$ cat config.mk
export PLATFORM = sky130hd
export DESIGN_NAME = key_debounce8
export DESIGN_NICKNAME = d
export VERILOG_FILES = /design/src/rtl/key_pkg.sv /design/src/rtl/debounce_ch.sv /design/src/rtl/key_debounce8.sv
export SDC_FILE = /design/constraint.sdc
export NUM_CORES = 1
export LEC_CHECK = 0
export CAP_MARGIN = 40
export CORE_MARGIN = 2
export CORE_UTILIZATION = 25
export DETAILED_ROUTE_END_ITERATION = 10
export GPL_TIMING_DRIVEN = 0
export SYNTH_ARGS = -nofsm -noshare
export SYNTH_HDL_FRONTEND = slang
export SYNTH_SLANG_ARGS = --single-unit
export TNS_END_PERCENT = 10
$ cat constraint.sdc
create_clock -name iClk -period 5.1 [get_ports iClk]
set_input_delay 0.51 -clock iClk [delete_from_list [all_inputs] [get_ports iClk]]
set_output_delay 0.51 -clock iClk [all_outputs]
set_load 0.02 [all_outputs]
$ cat src/rtl/key_pkg.sv
// Shared constants for the eight-channel key debouncer feeding the 8-to-3 priority encoder.
// Keys are active-low, so the released level of every channel is 1.
package key_pkg;

   localparam int             NUM_KEYS   = 8;
   localparam logic [7:0]     KEY_IDLE   = 8'hFF;
   localparam int             STABLE_DEF = 50000;   // 1 ms at 50 MHz
   localparam int             CNT_W_DEF  = 16;

   // Per-channel view gathered by the top level before reduction.
   typedef struct packed {
      logic level;
      logic rise;
      logic fall;
   } ch_status_t;

endpackage

$ cat src/rtl/debounce_ch.sv
// One key channel: two-flop synchroniser, stability counter and accepted level.
// rise/fall are combinational strobes that are high in the cycle before the level changes.
module debounce_ch
   import key_pkg::*;
#(
   parameter int STABLE = STABLE_DEF,
   parameter int CNT_W  = CNT_W_DEF
) (
   input  logic clk,
   input  logic rst,
   input  logic key_n,
   output logic level,
   output logic rise,
   output logic fall
);

   logic             s1;
   logic             s2;
   logic [CNT_W-1:0] cnt;
   logic             done;

   localparam logic [CNT_W-1:0] CNT_LAST = CNT_W'(STABLE - 1);

   // The count only advances while s2 differs, so hitting CNT_LAST with s2 still
   // differing means STABLE consecutive differing samples have been seen.
   assign done = (s2 != level) && (cnt == CNT_LAST);

   always_ff @(posedge clk) begin
      if (rst) begin
         s1    <= KEY_IDLE[0];
         s2    <= KEY_IDLE[0];
         cnt   <= '0;
         level <= KEY_IDLE[0];
      end else begin
         s1 <= key_n;
         s2 <= s1;
         if (s2 == level) begin
            cnt <= '0;
         end else if (done) begin
            level <= s2;
            cnt   <= '0;
         end else begin
            cnt <= cnt + 1'b1;
         end
      end
   end

   assign fall = done &  level;
   assign rise = done & ~level;

endmodule

$ cat src/rtl/key_debounce8.sv
// Eight independent debounce channels plus registered press/release event pulses
// and the registered encoder enable (active-low) for the downstream priority encoder.
module key_debounce8
   import key_pkg::*;
#(
   parameter int STABLE = STABLE_DEF,
   parameter int CNT_W  = CNT_W_DEF
) (
   input  logic                iClk,
   input  logic                iRst,
   input  logic [NUM_KEYS-1:0] iKeyN,
   input  logic                iEn,
   output logic [NUM_KEYS-1:0] oKeyN,
   output logic                oEI,
   output logic                oPress,
   output logic                oRelease
);

   ch_status_t [NUM_KEYS-1:0] st;
   logic       [NUM_KEYS-1:0] rise;
   logic       [NUM_KEYS-1:0] fall;

   for (genvar g = 0; g < NUM_KEYS; g++) begin : g_ch
      debounce_ch #(
         .STABLE (STABLE),
         .CNT_W  (CNT_W)
      ) u_ch (
         .clk   (iClk),
         .rst   (iRst),
         .key_n (iKeyN[g]),
         .level (st[g].level),
         .rise  (st[g].rise),
         .fall  (st[g].fall)
      );

      assign oKeyN[g] = st[g].level;
      assign rise[g]  = st[g].rise;
      assign fall[g]  = st[g].fall;
   end

   // Strobes lead the level change by one cycle; registering them lines the
   // pulses up with the first cycle the new oKeyN is visible.
   always_ff @(posedge iClk) begin
      if (iRst) begin
         oEI      <= 1'b1;
         oPress   <= 1'b0;
         oRelease <= 1'b0;
      end else begin
         oEI      <= ~iEn;
         oPress   <= |fall;
         oRelease <= |rise;
      end
   end

endmodule

# Yosys cells after proc, flatten, opt, wreduce, memory -nomap -nowiden
# Cells that the tools add are included.
[op_classes]
n_addsub = 8
n_eq_ne = 24
bitwise = 33
reduce_logical = 26
[op_table]
columns = ["op", "count"]
rows = [
  ["$add A16 B1 Y16 const B", 8],
  ["$eq A16 B16 Y1 const B", 8],
  ["$reduce_or A3 Y1", 8],
  ["$not A1 Y1", 17],
  ["$and A1 B1 Y1", 16],
  ["$reduce_and A2 Y1", 8],
  ["$reduce_or A8 Y1", 2],
  ["$eq A1 B1 Y1", 8],
  ["$logic_and A1 B1 Y1", 8],
  ["$ne A1 B1 Y1", 8],
]
[totals]
reg_bits = 155
in_bits = 11
output_inout_bits = 11
word_cells = 126

# Depth between registers and ports, before layout
# Gate-level depths: netlist of run 1.
[logic_depth]
ltp_word = 4
depth_mapped = 8
ltp_nobuf = 6

# By module
# A second synthesis of run 1 with hierarchy kept.
[unflattened]
hier_cells = 762
area_unflattened_um2 = 7388.3
[by_module_without_submodules]
columns = ["mod", "n_inst", "cells_per_inst", "area_per_inst_um2", "seq_area_each_um2"]
rows = [
  ["debounce_ch", 8, 94, 910.9, 380.4],
  ["key_debounce8", 1, 10, 101.3, 60.1],
]

# Least setup slack after synthesis of run 1
# OpenSTA, ideal clock, no wires.
[synth_path]
kind = "register to register"
from = "reg g_ch[2].u_ch.cnt[4]"
to = "reg g_ch[2].u_ch.cnt[10]"
setup_ns = 0.115
arrival_time_ns = 1.629
required_time_ns = 4.985
slack_ns = 3.356
path_stages_with_launch = 7
n_path_buf = 2
synth_period_minus_slack_ns = 1.744
cell_sequence = "dfxtp_1 > or4_4 > nor4_4 > or3_1 > buf_6 > buf_12 > nor2_1"
[synth_between]
elab_chain_cells = 3
word_cells_on_any_way = 4
cone_classes = "add/sub (1); eq/ne (1); reduce/logical (2)"
[synth_rtl]
columns = ["item", "line_no", "source"]
rows = [
  ["from (decl)", "debounce_ch.sv:19", "logic [CNT_W-1:0] cnt;"],
  ["from (signal assigned)", "debounce_ch.sv:43", "cnt <= cnt + 1'b1;"],
  ["parallel branches: the longest is 3 deep, another holds $add A16 B1 Y16", "n/a", ""],
]
# Parallel ways; which one is timed is not known.
# A chain may end at the register's enable or synchronous reset.

# Final worst setup path of run 1
[layout_path]
from = "reg g_ch[4].u_ch.level"
to = "out oKeyN[4]"
[layout_rtl]
columns = ["item", "line_no", "source"]
rows = [
  ["from (decl)", "debounce_ch.sv:12", "output logic level,"],
  ["from (signal assigned)", "debounce_ch.sv:33", "level <= KEY_IDLE[0];"],
  ["to (decl)", "key_debounce8.sv:13", "output logic [NUM_KEYS-1:0] oKeyN,"],
]
# No word-level cell between the ends.

==> run summary, run 1 <==
• **most frequently used cell type in the post-synthesis netlist** sky130_fd_sc_hd__dfxtp_1
• **Post-Synthesis Cells** 721
• **remaining max-slew budget at the tightest pin** 58.7%
• **syn_nets** 740
• **Power Dens Cells** 320 mW/mm^2
• **last element of the critical path** oKeyN[4]
• **Placer Congestion** 0.770
• **Starting DRT DRC Count** 232
• **top cell types by occurrence after synthesis** 155 x sky130_fd_sc_hd__dfxtp_1, 150 x sky130_fd_sc_hd__nor2_1, 59 x sky130_fd_sc_hd__xnor2_1, 55 x sky130_fd_sc_hd__xor2_1, 46 x sky130_fd_sc_hd__nand3_1
• **crit end category** primary output
• **count of flip-flops with a built-in enable after synthesis** 0
• **number of clock buffers inserted by TritonCTS** 17
• **post-synth top area share** 47.6%
• **largest area contributor in the netlist** sky130_fd_sc_hd__dfxtp_1
• **number of distinct library cells after synthesis** 43
• **maximum level of the CTS H-tree** 4
• **vias after detailed routing** 4690
• **# DRC** 0
• **all-layer global routing usage** 9.73%
• **Area growth, synth to finish** 18.5%
• **remaining number of nets flagged by the antenna check after routing** 0
• **unrepaired setup endpoints after global routing** no
• **leak pwr** 2.56 nW
• **detailed-route vias per instance** 4.23
• **max-slew violations** 0
• **placed wire-length estimate** 8450 microns
• **global-route wire length before repair** 21100 microns
• **total negative slack** 0 ps
• **CTS sink cnt** 155
• **Final Total Pwr** 2.47 mW
• **global route total overflow** 0
• **Fmax achieved** 0.469 GHz
• **transition at the pin with the smallest max-transition slack** 613 ps
• **kind of start point of the critical path** flip-flop
• **Synth Cell Area** 0.00652 sq mm
• **clock skew** 8.23 ps
• **logic depth of the worst register-to-register path** 6
• **Top FF cell, synth** sky130_fd_sc_hd__dfxtp_1
• **final setup fails** 0
• **Register-to-Register Setup Slack** 3000 ps
• **number of non-filler instances in the completed layout** 1109
• **Worst Path Class, Setup** reg2out
• **part of the Yosys area used for sequential elements** 47.6%
• **pin count of the biggest net entering global routing** 17
• **total of flip-flops plus latches after synthesis** 155
• **share of layout cells above drive strength 1** 8.53%
• **worst setup path startpoint** g_ch[4].u_ch.level
• **post-route standard cell area excluding fillers** 0.00772 sq mm
• **Final Hold Vio Count** 0
• **largest driver fanout on the critical path** 5
• **CP Data Required Time** 4590 ps
• **Die Area** 0.0274 sq mm
• **first-pass iteration count of the detailed router** 6
• **die boundary width** 165 microns
• **TritonCTS clock tree** built
• **HP Start** g_ch[0].u_ch.s1
• **setup fix buffers added after clock tree synthesis** 0
• **wire length reported by the detailed router** 12100 microns
• **Starting Density** 25.2%
• **CORE AREA** 0.0258 sq mm
• **endpoint arrival time on the critical path** 1620 ps
• **top post-synthesis cells by area** sky130_fd_sc_hd__dfxtp_1 48%, sky130_fd_sc_hd__nor2_1 8.6%, sky130_fd_sc_hd__xnor2_1 7.9%
• **post-layout worst setup margin** 2970 ps
• **number of buffers inserted by port buffering** 21
• **antenna violations before repair** 0
• **mean instance size in the synthesized netlist** 9.04 sq um
• **result of the run** finished clean
• **type of the worst min-delay path** reg2reg
• **cell area after placement** 0.00715 sq mm
• **Filler Cell Count** 2693
• **final cell utilization of the core** 29.9%
• **number of primary I/O pins** 22
• **clock root buffer** sky130_fd_sc_hd__clkbuf_16
• **row count** 59
• **Placed Cells incl. Taps** 1077
• **number of nets in the layout** 780
• **worst slack after detailed placement** 2460 ps
• **vias in the first global route** 4522
• **wire length per cell** 10.9 microns
• **Yosys warning count** 0
• **startpoint of the worst-slack reg-to-reg timing path** g_ch[3].u_ch.cnt[0]
• **antenna fix cells** 0
• **insertion delay to the later sink of the worst-skew pair** 430 ps
• **worst ir drop on vdd** 0.261 mV
• **clock-pin slew on the worst setup and hold paths** 60 ps
• **number of max-capacitance violations reported** 0
• **asr flop ratio synth** 0%
• **RR Endpoint** g_ch[3].u_ch.cnt[8]
• **maximum clock path buffer count** 2
• **Period minus WS final** 2130 ps
• **WHS** 408 ps
• **hold buffers post-CTS** 0
• **final cycle utilization of the critical path** 41.8%
• **number of instances resized during post-cts repair** 0
• **vertical die dimension** 165 microns
==> power by group <==
group | total [mW] | internal, mW | leakage [nW] | switching, mW
Clock | 1.21 | 0.720 | 0.278 | 0.492
Combinational | 0.0372 | 0.0172 | 1.03 | 0.0200
Sequential | 1.22 | 1.22 | 1.25 | 0.00448
==> worst max-delay path, stage by stage, from the launching register on <==
cell	delay [ps]
sky130_fd_sc_hd__dfxtp_1	460
sky130_fd_sc_hd__buf_4	150
sky130_fd_sc_hd__clkdlybuf4s50_1	580
==> how the worst min path moves through the flow <==
stage	depth (start not counted)	slack, ps	to
finish	1	410	g_ch[0].u_ch.s2
detailed placement	1	390	g_ch[0].u_ch.s2
global placement	1	390	g_ch[1].u_ch.s2
global route	1	420	g_ch[7].u_ch.s2
floorplan	1	390	g_ch[0].u_ch.s2
CTS	1	410	g_ch[1].u_ch.s2
==> routing by layer <==
metal  GRT usage, %  vias to the layer above  wire length, microns
met4           4.23                        0                   270
met5              0                        -                     0
met2           15.5                       44                  5360
met1           12.1                     2127                  6090
met3           2.97                       23                   366
li1               -                     2496                     -
==> registers in the layout, summed over array words and instances (netlist names) <==
signal / cells
oRelease: 1
g_ch.u_ch.cnt: 128
oPress: 1
g_ch.u_ch.s1: 8
g_ch.u_ch.s2: 8
g_ch.u_ch.level: 8
oEI: 1
==> cells in the final DEF, fill, tap and decap left out, drive strengths merged, types with 5 or more instances in the layout <==
cell,count
a211o,7
a21oi,7
and2,6
and3,29
and4,8
buf,11
clkbuf,32
clkdlybuf4s50,21
clkinv,5
dfxtp,155
ha,8
inv,17
nand2,44
nand2b,6
nand3,46
nand4,24
nor2,150
nor2b,5
nor3,14
nor4,9
nor4b,5
nor4bb,8
or2,18
xnor2,59
xor2,55
==> cell families (layout without fill, tap and decap cells) <==
group	count (synthesis)	in the layout	synth area share, %
AOI/OAI and AO/OA	23	23	2.48
xor gates and xnor gates	114	114	15.3
adders and majority gates	8	8	1.54
buffers and inverters	37	90	3.03
DFF	155	155	47.6
muxes	1	1	0.154
and+or+nand+nor	383	383	29.9
==> area by class of cell <==
cell class                      instances  area [sq um]  share of cell area (%)
Buffer                                 21           138                    1.78
Multi-Input combinational cell        529          3220                    41.7
Timing Repair Buffer                   21           210                    2.72
Clock inverter                         10          90.1                    1.17
Inverter                               16          60.1                   0.778
Sequential cell                       155          3100                    40.2
Tap cell                              335           419                    5.43
Clock buffer                           22           484                    6.27
(Power assumes the default switching activity.)
==> run 2, diff against run 1 <==
==> constraint.sdc (replaced) <==
create_clock -name iClk -period 1.89 [get_ports iClk]
set_input_delay 0.189 -clock iClk [delete_from_list [all_inputs] [get_ports iClk]]
set_output_delay 0.189 -clock iClk [all_outputs]
set_load 0.02 [all_outputs]
==> run summary, run 2 (synthesis gave the netlist of run 1 again) <==
• **leading cell types in the layout, fill and taps excluded** 150 x sky130_fd_sc_hd__nor2_1, 149 x sky130_fd_sc_hd__dfxtp_1, 59 x sky130_fd_sc_hd__xnor2_1
• **logic depth of the worst setup path including buffers** 5
• **insertion delay to the later sink of the worst-skew pair** 430 ps
• **first-pass iteration count of the detailed router** 4
• **remaining number of nets flagged by the antenna check after routing** 0
• **vertical die dimension** 165 microns
• **crit end category** flip-flop
• **global route total overflow** 0
• **antenna violations before repair** 0
• **vias in the first global route** 4509
• **unrepaired setup endpoints after global routing** yes
• **endpoint arrival time on the critical path** 2130 ps
• **worst ir drop on vdd** 0.695 mV
• **Starting DRT DRC Count** 259
• **all-layer global routing usage** 9.71%
• **pin count of the biggest net entering global routing** 17
• **antenna fix cells** 0
• **hold buffers post-CTS** 0
• **kind of start point of the critical path** flip-flop
• **transition at the pin with the smallest max-transition slack** 618 ps
• **logic depth of the worst register-to-register path** 5
• **Reg with most FFs** g_ch.u_ch.cnt
• **Final Hold Vio Count** 0
• **result of the run** finished clean
• **CTS sink cnt** 155
• **most common cell after layout, fill and taps aside** sky130_fd_sc_hd__nor2_1
• **number of clock buffers inserted by TritonCTS** 17
• **share of layout cells above drive strength 1** 11.7%
• **Die Area** 0.0274 sq mm
• **maximum clock path buffer count** 2
• **number of buffers inserted by port buffering** 21
• **TritonCTS clock tree** built
• **number of max-capacitance violations reported** 0
• **Final Total Pwr** 6.67 mW
• **Area growth, synth to finish** 20.3%
• **Period minus WS final** 1800 ps
• **CP Data Required Time** 2220 ps
• **wire length reported by the detailed router** 12100 microns
• **Fmax achieved** 0.554 GHz
• **Hold Path Stages** 2
• **Worst Path Class, Setup** reg2reg
• **clock-pin slew on the worst setup and hold paths** 60 ps
• **final cell utilization of the core** 30.3%
• **maximum level of the CTS H-tree** 4
• **Placer Congestion** 0.770
• **clock root buffer** sky130_fd_sc_hd__clkbuf_16
• **wire length per cell** 10.9 microns
• **post-layout worst setup margin** 86.1 ps
• **leak pwr** 2.60 nW
• **sequence of cells on the critical path** ha_1, and3_1, nand4_1, o32a_1, a41oi_1
• **largest driver fanout on the critical path** 6
• **number of nets in the layout** 784
• **worst slack after detailed placement** -427 ps
• **detailed-route vias per instance** 4.23
• **vias after detailed routing** 4704
• **type of the worst min-delay path** in2reg
• **kind of cell adding the most delay to the critical path** compound AO/OA/AOI/OAI gates
• **cell with the largest stage delay on the worst path** sky130_fd_sc_hd__dfxtp_1
• **Placed Cells incl. Taps** 1077
• **# DRC** 0
• **global-route wire length before repair** 21000 microns
• **final cycle utilization of the critical path** 95.4%
• **final setup fails** 0
• **Critical Path Max Stage Delay** 380 ps
• **buffers and inverters on the worst path** 0
• **remaining max-slew budget at the tightest pin** 58.4%
• **clock skew** 9.58 ps
• **die boundary width** 165 microns
• **placed wire-length estimate** 8450 microns
• **max reg flops** 128
• **number of primary I/O pins** 22
• **Starting Density** 25.2%
• **row count** 59
• **CORE AREA** 0.0258 sq mm
• **number of non-filler instances in the completed layout** 1113
• **Power Dens Cells** 851 mW/mm^2
• **max-slew violations** 0
-- run 2: cell types whose count changed in the layout (fill, tap and decap cells not counted), sizes merged --
| cell | delta |
|---|---|
| clkbuf | -1 |
| buf | +5 |
-- run 2: power breakdown --
group	internal [mW]	switching (mW)
clock network	1.94	1.32
registers	3.29	0.0125
logic	0.0492	0.0547
-- run 2: final cells by class --
type / count / area (sq um)
buffer: 20 / 154
clock buffer: 22 / 484
clock inverter: 10 / 90.1
fill: 2682 / 18000
inverter: 16 / 60.1
multi-input combinational: 529 / 3270
sequential: 155 / 3110
tap: 335 / 419
timing repair buffer: 26 / 248
-- run 2: worst reg2reg max path: stages, from the launching register on --
cell	delay, ps
sky130_fd_sc_hd__dfxtp_1	380
sky130_fd_sc_hd__ha_1	220
sky130_fd_sc_hd__and3_1	240
sky130_fd_sc_hd__nand4_1	250
sky130_fd_sc_hd__o32a_1	370
sky130_fd_sc_hd__a41oi_1	250
-- run 2: what timing repair did --
action	in CTS	in global routing
endpoints found under the setup margin	74	88
pin swaps	4	6
gates resized for setup	7	26
setup buffers	1	4
-- run 2: final timing paths --
check             slack, ps         endpoint                 from
setup / recovery         90           oPress  g_ch[4].u_ch.cnt[0]
setup reg to reg         90           oPress  g_ch[4].u_ch.cnt[0]
hold / removal          260              oEI                  iEn
hold reg to reg         410  g_ch[0].u_ch.s2      g_ch[0].u_ch.s1
-- run 2: routing by layer --
| layer | global-route usage (%) | vias to the layer above | routed length, microns |
|---|---|---|---|
| li1 | - | 2506 | - |
| met1 | 12.1 | 2150 | 6160 |
| met2 | 15.6 | 35 | 5460 |
| met3 | 2.97 | 13 | 321 |
| met4 | 4.11 | 0 | 197 |
| met5 | 0 | - | 0 |
-- run 2: stage by stage --
stage | instance area [sq um] | setup TNS, ps | hold WS, ps
2_1_floorplan | 6520 | 0 | 263
3_3_place_gp | 7150 | -12930 | 395
3_5_place_dp | 7150 | -14750 | 394
4_1_cts | 7740 | -1.22 | 250
5_1_grt | 7840 | -1010 | 288
6_report | 7840 | 0 | 259
==> run 3, diff against run 2 <==
--- a/config.mk
+++ b/config.mk
@@ -10,6 +10,7 @@
 export CORE_UTILIZATION = 25
 export DETAILED_ROUTE_END_ITERATION = 10
 export GPL_TIMING_DRIVEN = 0
+export SLEW_MARGIN = 20
 export SYNTH_ARGS = -nofsm -noshare
 export SYNTH_HDL_FRONTEND = slang
 export SYNTH_SLANG_ARGS = --single-unit
==> results of run 3 <==
No change in the layout: final DEF, timing and power equal those of run 2.
